===== src/rtl/dmem_arbiter_pkg.sv =====
// Shared definitions for the data-memory arbiter: default widths and the
// read-owner encoding that tags returning read data to its requester.
package dmem_arbiter_pkg;

  localparam int DMEM_ADDR_WIDTH_DEF  = 12;
  localparam int DMEM_WORD_WIDTH_DEF  = 16;
  localparam int STARVE_LIMIT_DEF     = 4;
  localparam int STARVE_CNT_WIDTH_DEF = 3;

  typedef enum logic [1:0] {
    OWNER_NONE = 2'd0,
    OWNER_CPU  = 2'd1,
    OWNER_EXT  = 2'd2
  } owner_e;

  // The external read takes precedence because a CPU read only happens when ext lost.
  function automatic owner_e read_owner(input logic cpu_read, input logic ext_read);
    if (ext_read) begin
      return OWNER_EXT;
    end else if (cpu_read) begin
      return OWNER_CPU;
    end
    return OWNER_NONE;
  endfunction

endpackage


===== src/rtl/dmem_arbiter_if.sv =====
// Bus bundle between exec, the external requester, the arbiter and the DMEM macro.
// The slave modport is the arbiter's view; master is the surrounding environment.
interface dmem_arbiter_if #(
  parameter int DMEM_ADDR_WIDTH = 12,
  parameter int DMEM_WORD_WIDTH = 16
);

  logic                       in_cpu_rd_en;
  logic                       in_cpu_wr_en;
  logic [DMEM_ADDR_WIDTH-1:0] in_cpu_addr;
  logic [DMEM_WORD_WIDTH-1:0] in_cpu_wr_word;
  logic                       out_cpu_stall;
  logic                       out_cpu_rd_valid;
  logic [DMEM_WORD_WIDTH-1:0] out_cpu_rd_word;

  logic                       in_ext_req;
  logic                       in_ext_we;
  logic [DMEM_ADDR_WIDTH-1:0] in_ext_addr;
  logic [DMEM_WORD_WIDTH-1:0] in_ext_wr_word;
  logic                       out_ext_gnt;
  logic                       out_ext_rd_valid;
  logic [DMEM_WORD_WIDTH-1:0] out_ext_rd_word;

  logic                       out_dmem_en;
  logic                       out_dmem_we;
  logic [DMEM_ADDR_WIDTH-1:0] out_dmem_addr;
  logic [DMEM_WORD_WIDTH-1:0] out_dmem_wr_word;
  logic [DMEM_WORD_WIDTH-1:0] in_dmem_rd_word;

  modport slave (
    input  in_cpu_rd_en, in_cpu_wr_en, in_cpu_addr, in_cpu_wr_word,
    output out_cpu_stall, out_cpu_rd_valid, out_cpu_rd_word,
    input  in_ext_req, in_ext_we, in_ext_addr, in_ext_wr_word,
    output out_ext_gnt, out_ext_rd_valid, out_ext_rd_word,
    output out_dmem_en, out_dmem_we, out_dmem_addr, out_dmem_wr_word,
    input  in_dmem_rd_word
  );

  modport master (
    output in_cpu_rd_en, in_cpu_wr_en, in_cpu_addr, in_cpu_wr_word,
    input  out_cpu_stall, out_cpu_rd_valid, out_cpu_rd_word,
    output in_ext_req, in_ext_we, in_ext_addr, in_ext_wr_word,
    input  out_ext_gnt, out_ext_rd_valid, out_ext_rd_word,
    input  out_dmem_en, out_dmem_we, out_dmem_addr, out_dmem_wr_word,
    output in_dmem_rd_word
  );

endinterface


===== src/rtl/dmem_arbiter.sv =====
// Single-port DMEM arbiter: exec has priority, a starvation counter forces an
// external slot, and 1-cycle read data is steered back to whoever issued the read.
module dmem_arbiter
  import dmem_arbiter_pkg::*;
#(
  parameter int DMEM_ADDR_WIDTH  = DMEM_ADDR_WIDTH_DEF,
  parameter int DMEM_WORD_WIDTH  = DMEM_WORD_WIDTH_DEF,
  parameter int STARVE_LIMIT     = STARVE_LIMIT_DEF,
  parameter int STARVE_CNT_WIDTH = STARVE_CNT_WIDTH_DEF
) (
  input  logic          clock,
  input  logic          reset,
  dmem_arbiter_if.slave bus
);

  localparam logic [STARVE_CNT_WIDTH-1:0] LIMIT_C = STARVE_CNT_WIDTH'(STARVE_LIMIT);

  logic                        cpu_act;
  logic                        ext_win;
  logic                        dmem_en;
  logic                        dmem_we;
  logic [DMEM_ADDR_WIDTH-1:0]  dmem_addr;
  logic [DMEM_WORD_WIDTH-1:0]  dmem_wr_word;
  logic [STARVE_CNT_WIDTH-1:0] starve_q, starve_d;
  owner_e                      owner_q, owner_d;

  // Grant decision and memory-side mux; a simultaneous rd+wr from exec is a write.
  always_comb begin
    cpu_act      = bus.in_cpu_rd_en | bus.in_cpu_wr_en;
    ext_win      = bus.in_ext_req & (~cpu_act | (starve_q == LIMIT_C));
    dmem_en      = 1'b0;
    dmem_we      = 1'b0;
    dmem_addr    = '0;
    dmem_wr_word = '0;
    if (ext_win) begin
      dmem_en      = 1'b1;
      dmem_we      = bus.in_ext_we;
      dmem_addr    = bus.in_ext_addr;
      dmem_wr_word = bus.in_ext_wr_word;
    end else if (cpu_act) begin
      dmem_en      = 1'b1;
      dmem_we      = bus.in_cpu_wr_en;
      dmem_addr    = bus.in_cpu_addr;
      dmem_wr_word = bus.in_cpu_wr_word;
    end
  end

  assign bus.out_dmem_en      = dmem_en;
  assign bus.out_dmem_we      = dmem_we;
  assign bus.out_dmem_addr    = dmem_addr;
  assign bus.out_dmem_wr_word = dmem_wr_word;
  assign bus.out_ext_gnt      = ext_win;
  assign bus.out_cpu_stall    = cpu_act & ext_win;

  // Owner records who read this cycle; the counter tracks consecutive ext losses.
  always_comb begin
    owner_d  = read_owner(~ext_win & bus.in_cpu_rd_en & ~bus.in_cpu_wr_en,
                          ext_win & ~bus.in_ext_we);
    starve_d = '0;
    if (bus.in_ext_req && !ext_win) begin
      starve_d = (starve_q == LIMIT_C) ? LIMIT_C : starve_q + STARVE_CNT_WIDTH'(1);
    end
  end

  always_ff @(posedge clock or posedge reset) begin
    if (reset) begin
      owner_q  <= OWNER_NONE;
      starve_q <= '0;
    end else begin
      owner_q  <= owner_d;
      starve_q <= starve_d;
    end
  end

  assign bus.out_cpu_rd_valid = (owner_q == OWNER_CPU);
  assign bus.out_ext_rd_valid = (owner_q == OWNER_EXT);
  assign bus.out_cpu_rd_word  = (owner_q == OWNER_CPU) ? bus.in_dmem_rd_word : '0;
  assign bus.out_ext_rd_word  = (owner_q == OWNER_EXT) ? bus.in_dmem_rd_word : '0;

endmodule


===== src/flat_wrapper.sv =====
// flat-port wrapper written by rule: the top's interface ports become plain ports
module dmem_arbiter_flat import dmem_arbiter_pkg::*;
#(
  parameter int DMEM_ADDR_WIDTH  = DMEM_ADDR_WIDTH_DEF,
  parameter int DMEM_WORD_WIDTH  = DMEM_WORD_WIDTH_DEF,
  parameter int STARVE_LIMIT     = STARVE_LIMIT_DEF,
  parameter int STARVE_CNT_WIDTH = STARVE_CNT_WIDTH_DEF
)
  (clock, reset, bus_in_cpu_rd_en, bus_in_cpu_wr_en, bus_in_cpu_addr, bus_in_cpu_wr_word, bus_out_cpu_stall, bus_out_cpu_rd_valid, bus_out_cpu_rd_word, bus_in_ext_req, bus_in_ext_we, bus_in_ext_addr, bus_in_ext_wr_word, bus_out_ext_gnt, bus_out_ext_rd_valid, bus_out_ext_rd_word, bus_out_dmem_en, bus_out_dmem_we, bus_out_dmem_addr, bus_out_dmem_wr_word, bus_in_dmem_rd_word);
  dmem_arbiter_if #(.DMEM_ADDR_WIDTH(DMEM_ADDR_WIDTH), .DMEM_WORD_WIDTH(DMEM_WORD_WIDTH)) bus_i ();
  input  logic clock;
  input  logic reset;
  input wire logic [$bits(bus_i.in_cpu_rd_en)-1:0] bus_in_cpu_rd_en;
  input wire logic [$bits(bus_i.in_cpu_wr_en)-1:0] bus_in_cpu_wr_en;
  input wire logic [$bits(bus_i.in_cpu_addr)-1:0] bus_in_cpu_addr;
  input wire logic [$bits(bus_i.in_cpu_wr_word)-1:0] bus_in_cpu_wr_word;
  output wire logic [$bits(bus_i.out_cpu_stall)-1:0] bus_out_cpu_stall;
  output wire logic [$bits(bus_i.out_cpu_rd_valid)-1:0] bus_out_cpu_rd_valid;
  output wire logic [$bits(bus_i.out_cpu_rd_word)-1:0] bus_out_cpu_rd_word;
  input wire logic [$bits(bus_i.in_ext_req)-1:0] bus_in_ext_req;
  input wire logic [$bits(bus_i.in_ext_we)-1:0] bus_in_ext_we;
  input wire logic [$bits(bus_i.in_ext_addr)-1:0] bus_in_ext_addr;
  input wire logic [$bits(bus_i.in_ext_wr_word)-1:0] bus_in_ext_wr_word;
  output wire logic [$bits(bus_i.out_ext_gnt)-1:0] bus_out_ext_gnt;
  output wire logic [$bits(bus_i.out_ext_rd_valid)-1:0] bus_out_ext_rd_valid;
  output wire logic [$bits(bus_i.out_ext_rd_word)-1:0] bus_out_ext_rd_word;
  output wire logic [$bits(bus_i.out_dmem_en)-1:0] bus_out_dmem_en;
  output wire logic [$bits(bus_i.out_dmem_we)-1:0] bus_out_dmem_we;
  output wire logic [$bits(bus_i.out_dmem_addr)-1:0] bus_out_dmem_addr;
  output wire logic [$bits(bus_i.out_dmem_wr_word)-1:0] bus_out_dmem_wr_word;
  input wire logic [$bits(bus_i.in_dmem_rd_word)-1:0] bus_in_dmem_rd_word;
  assign bus_i.in_cpu_rd_en = bus_in_cpu_rd_en;
  assign bus_i.in_cpu_wr_en = bus_in_cpu_wr_en;
  assign bus_i.in_cpu_addr = bus_in_cpu_addr;
  assign bus_i.in_cpu_wr_word = bus_in_cpu_wr_word;
  assign bus_out_cpu_stall = bus_i.out_cpu_stall;
  assign bus_out_cpu_rd_valid = bus_i.out_cpu_rd_valid;
  assign bus_out_cpu_rd_word = bus_i.out_cpu_rd_word;
  assign bus_i.in_ext_req = bus_in_ext_req;
  assign bus_i.in_ext_we = bus_in_ext_we;
  assign bus_i.in_ext_addr = bus_in_ext_addr;
  assign bus_i.in_ext_wr_word = bus_in_ext_wr_word;
  assign bus_out_ext_gnt = bus_i.out_ext_gnt;
  assign bus_out_ext_rd_valid = bus_i.out_ext_rd_valid;
  assign bus_out_ext_rd_word = bus_i.out_ext_rd_word;
  assign bus_out_dmem_en = bus_i.out_dmem_en;
  assign bus_out_dmem_we = bus_i.out_dmem_we;
  assign bus_out_dmem_addr = bus_i.out_dmem_addr;
  assign bus_out_dmem_wr_word = bus_i.out_dmem_wr_word;
  assign bus_i.in_dmem_rd_word = bus_in_dmem_rd_word;
  dmem_arbiter #(.DMEM_ADDR_WIDTH(DMEM_ADDR_WIDTH), .DMEM_WORD_WIDTH(DMEM_WORD_WIDTH), .STARVE_LIMIT(STARVE_LIMIT), .STARVE_CNT_WIDTH(STARVE_CNT_WIDTH)) u_core (.clock(clock), .reset(reset), .bus(bus_i));
endmodule

===== config.mk =====
export PLATFORM = sky130hd
export DESIGN_NAME = dmem_arbiter_flat
export DESIGN_NICKNAME = d
export VERILOG_FILES = /design/src/rtl/dmem_arbiter_pkg.sv /design/src/rtl/dmem_arbiter_if.sv /design/src/rtl/dmem_arbiter.sv /design/src/flat_wrapper.sv
export SDC_FILE = /design/constraint.sdc
export NUM_CORES = 1
export LEC_CHECK = 0
export CAP_MARGIN = 10
export CORE_MARGIN = 10
export CORE_UTILIZATION = 27
export DETAILED_ROUTE_END_ITERATION = 6
export PLACE_DENSITY = 0.85
export SETUP_SLACK_MARGIN = 0.05
export SYNTH_ARGS = -nofsm -noshare
export SYNTH_HDL_FRONTEND = slang
export SYNTH_SLANG_ARGS = --single-unit

===== constraint.sdc =====
create_clock -name clock -period 3.75 [get_ports clock]
set_input_delay 0.375 -clock clock [delete_from_list [all_inputs] [get_ports clock]]
set_output_delay 0.375 -clock clock [all_outputs]
set_load 0.05 [all_outputs]

# Word-level counts from Yosys, hierarchy flattened
# Index checks and enable logic that the tools add are counted.
# totals
reg_bits	5
input_bits	78
# classes
add_sub_neg	1
n_eq_ne	3
mux	17
bitwise_logic	11
n_reduce_logical	2
# op_table
cell	n
$mux W16	4
$mux W12	2
$mux W1	6
$mux W2	3
$mux W3	2
$and A1 B1 Y1	5
$not A1 Y1	4
$add A3 B1 Y3 const B	1
$eq A3 B3 Y1 const B	1
$eq A2 B1 Y1 const B	1
$eq A2 B2 Y1 const B	1
$or A1 B1 Y1	2
$logic_and A1 B1 Y1	1
$logic_not A1 Y1	1

# Depth between registers and ports, before layout
# logic_depth
ltp_word	10
ltp_mapped	6
mapped_depth_nobuf	4

# Worst setup path before layout
# Ideal clock, no wire load.
# synth_timing
path_type	register to output
from	register u_core.starve_q[0]
to	output port bus_out_dmem_addr[0]
t_arrival_ns	1.850
required_ns	3.375
slack_ns	1.525
path_stages_with_launch	7
path_cell_list	dfrtp_1 -> inv_1 -> ha_1 -> and3_4 -> buf_8 -> buf_12 -> o22ai_1
# synth_between
elab_chain_len	4
# synth_lines
element	line	text
start, declared	dmem_arbiter.sv:24	logic [STARVE_CNT_WIDTH-1:0] starve_q, starve_d;
start signal, assigned	dmem_arbiter.sv:71	starve_q <= starve_d;
$eq A3 B3 Y1	dmem_arbiter.sv:30	ext_win = bus.in_ext_req & (~cpu_act | (starve_q == LIMIT_C));
$or A1 B1 Y1	dmem_arbiter.sv:30	
$and A1 B1 Y1	dmem_arbiter.sv:30	
$mux W12	dmem_arbiter.sv:35	if (ext_win) begin
end, declared	flat_wrapper.sv:29	output wire logic [$bits(bus_i.out_dmem_addr)-1:0] bus_out_dmem_addr;
# No other way between the ends.

# Worst setup path in the final report
# layout_timing
from	input port bus_in_cpu_wr_en
to	output port bus_out_dmem_addr[10]
# layout_between
elab_chain_len	5
word_cells_on_any_way	6
classes_between	mux (2); bitwise (4)
# layout_lines
element	line	text
start, declared	flat_wrapper.sv:14	input wire logic [$bits(bus_i.in_cpu_wr_en)-1:0] bus_in_cpu_wr_en;
$or A1 B1 Y1 *	dmem_arbiter.sv:29	cpu_act = bus.in_cpu_rd_en | bus.in_cpu_wr_en;
$not A1 Y1	dmem_arbiter.sv:30	
$or A1 B1 Y1	dmem_arbiter.sv:30	
$and A1 B1 Y1	dmem_arbiter.sv:30	
$mux W12 *	dmem_arbiter.sv:35	
# Every way passes the cells marked *; elsewhere a longest branch is shown, timed or not.

==> results.cfg <==
[timing]
period_needed_ns = 2.814
slew_viol_final = 0
tns_ns = 0
grt_setup_unrepaired = no
skew_ns = 0.0001174
setup_viol = 0
relSlewSlack_pct = 45.85
period_share_pct = 75.04
max_freq_mhz = 355.4
finalHoldViolations = 0
max_slew.worst_pin.slew_ns = 0.8105

[run_status]
status = finished clean

[clock_tree]
clockBufferDepth = 2
worstSkewPairLatency_ns = 0.22
cts_made_buffers = 3
post_cts_buffers = 0
hold_buffers = 0
clock_sinks = 5
cts_tree = yes
post_cts_resized = 0
clockRootBuffer = clkbuf_8
clk_pin_slew_worst_paths_ns = 0.03
htree_levels = 1

[synth]
ys_seq_area_share_pct = 11.82
netlist_area_um2 = 1059
synth-warning-count = 0
synth_cell_types = 26
synth.net_count = 246
yosys-top-cells-area = and2_1, o22ai_1, o21ai_0
syn_inst = 166
ys_ff_latch = 5
syn_area_per_cell_um2 = 6.377
yosysTopAreaCellShare_pct = 18.91
yosysTopAreaCell = and2_1

[detailed_routing]
drtIter0Drc = 58
totalWireLength_um = 5785
wl_per_cell_um = 16.72
vias = 1733
viasPerCell = 5.009
ant_nets = 0
drtPass1Iterations = 4
drc = 0

[placed_design]
place_inst = 342
io_buffers = 143
dp.final_hpwl_um = 4961
place.gp.congestion = 0.7818

[setup_path]
cp-end-kind = output port
critPathBufInv = 4
crit_required_ns = 3.38
cpMostUsedCell = buf_4
cp_max_fo = 29
cpLargestDelayFamily = buffers and inverters
crit_type = input pin to output port
critical_path_arrival_ns = 2.44
rrSetupSlack_ns = 2.44
slowest_stage = clkdlybuf4s50_1
worstSetupStartpointType = input pin
cpPeakStageDelay_ns = 0.92
crit_chain = clkdlybuf4s50_1, buf_4, a2bb2oi_2, buf_4, o22ai_1, buf_4

[die]
start_util_pct = 28.48
chipWidth_um = 82.62
die_h_um = 82.62
core_um2 = 3716
die-area_um2 = 6825
rows = 22
io_pins = 144

[global_route]
grt_pass1_wl_um = 8107
gr-usage-all-layers_pct = 14.75
overflow = 0
antenna_found_initial = 0
grt_pass1_vias = 1653
grt_max_degree = 31

[pwr]
power.density_nw_per_um2 = 212.8
ir_drop_uv = 107.9
p_leak_nw = 0.9900

[layout]
stdcell_count = 346
antenna_cells = 0
drive_gt1_share_pct = 13.76
syn_to_final_growth_pct = 130.0
finalNetCount = 379

[min_path]
hp-class = input pin to async pin

[run]
maxCapViolCount = 0
cell families (layout without fill, tap and decap cells):
logic type,count (synthesis),count (layout),synth area share [%]
AOI/OAI and AO/OA,65,65,37.94
adders and majority gates,2,2,2.364
buffers and inverters,25,157,13.00
DFF,5,5,11.82
and+or+nand+nor,69,69,34.87
worst register-to-register path: stages (launching register included):
cell and delay [ns]:
dfrtp_1 0.37, inv_1 0.05, ha_1 0.29, or3b_1 0.39, a21oi_1 0.13
per-layer routing:
metal	wire length (µm)	GRT usage, %	up-vias	share of wire (%)
met5	0	0	-	0
li1	-	-	847	-
met1	2241	15.64	751	39
met3	1082	10.48	4	19
met2	2446	24.57	131	42
met4	15	1.003	0	0.26
cell usage in the layout, fill, tap and decap left out, types with 2 or more instances in the layout:
cell               n
o21ai_0           29
clkbuf_8           3
o22ai_2            2
nand2_1           29
nor2b_1            2
clkdlybuf4s50_1  113
ha_1               2
inv_1              6
and2_1            32
a211oi_1           2
buf_4             34
o22ai_1           27
dfrtp_1            5
state kept, by name, indices dropped and copies added (netlist names):
name / flops
u_core.owner_q: 2
u_core.starve_q: 3
synthesized netlist by cell type (all sizes together):
cell	n
and2	32
nand2	29
o21ai	29
o22ai	29
buf	13
clkbuf	6
inv	6
dfrtp	5
a211oi	2
ha	2
nor2b	2
a21boi	1
a21oi	1
a2bb2oi	1
a311oi	1
and2b	1
and3	1
nand2b	1
nor3b	1
o2111a	1
or3	1
or3b	1
final timing paths:
path | from | to | cells after the start
min | reset | u_core.starve_q[0] | 2
max in group asynchronous | reset | u_core.starve_q[1] | 2
max | bus_in_cpu_wr_en | bus_out_dmem_addr[10] | 6
min in group clock | u_core.starve_q[0] | u_core.starve_q[0] | 1
min reg2reg | u_core.starve_q[0] | u_core.starve_q[0] | 1
max reg2reg | u_core.starve_q[0] | u_core.starve_q[2] | 4
final cells by class:
cell class              count  area, µm²
repair buffers            147       1386
fillers                   323       1281
multi-input cells         136      795.8
flip-flops and latches      5      125.1
well taps                  48      60.06
clock buffers               4      45.04
inverters                   6      22.52
through the flow:
stage	power, mW	util [%]	worst slack [ns]	hold slack [ns]	cell area, µm²
2_1_floorplan	0.2632	-	1.525	0.1535	1059
3_3_place_gp	0.4199	64.31	0.9433	0.4583	2390
3_5_place_dp	0.4219	64.31	0.9555	0.4547	2390
4_1_cts	0.5235	65.52	0.9520	0.3602	2435
5_1_grt	0.5490	65.52	0.7719	0.3738	2435
6_report	0.5182	65.52	0.9362	0.3528	2435
where the power goes:
part           internal (mW)  switching (mW)
combinational          0.150           0.210
clock                 0.0729          0.0259
sequential            0.0571         0.00209
Power figures use the tool's default switching activity.
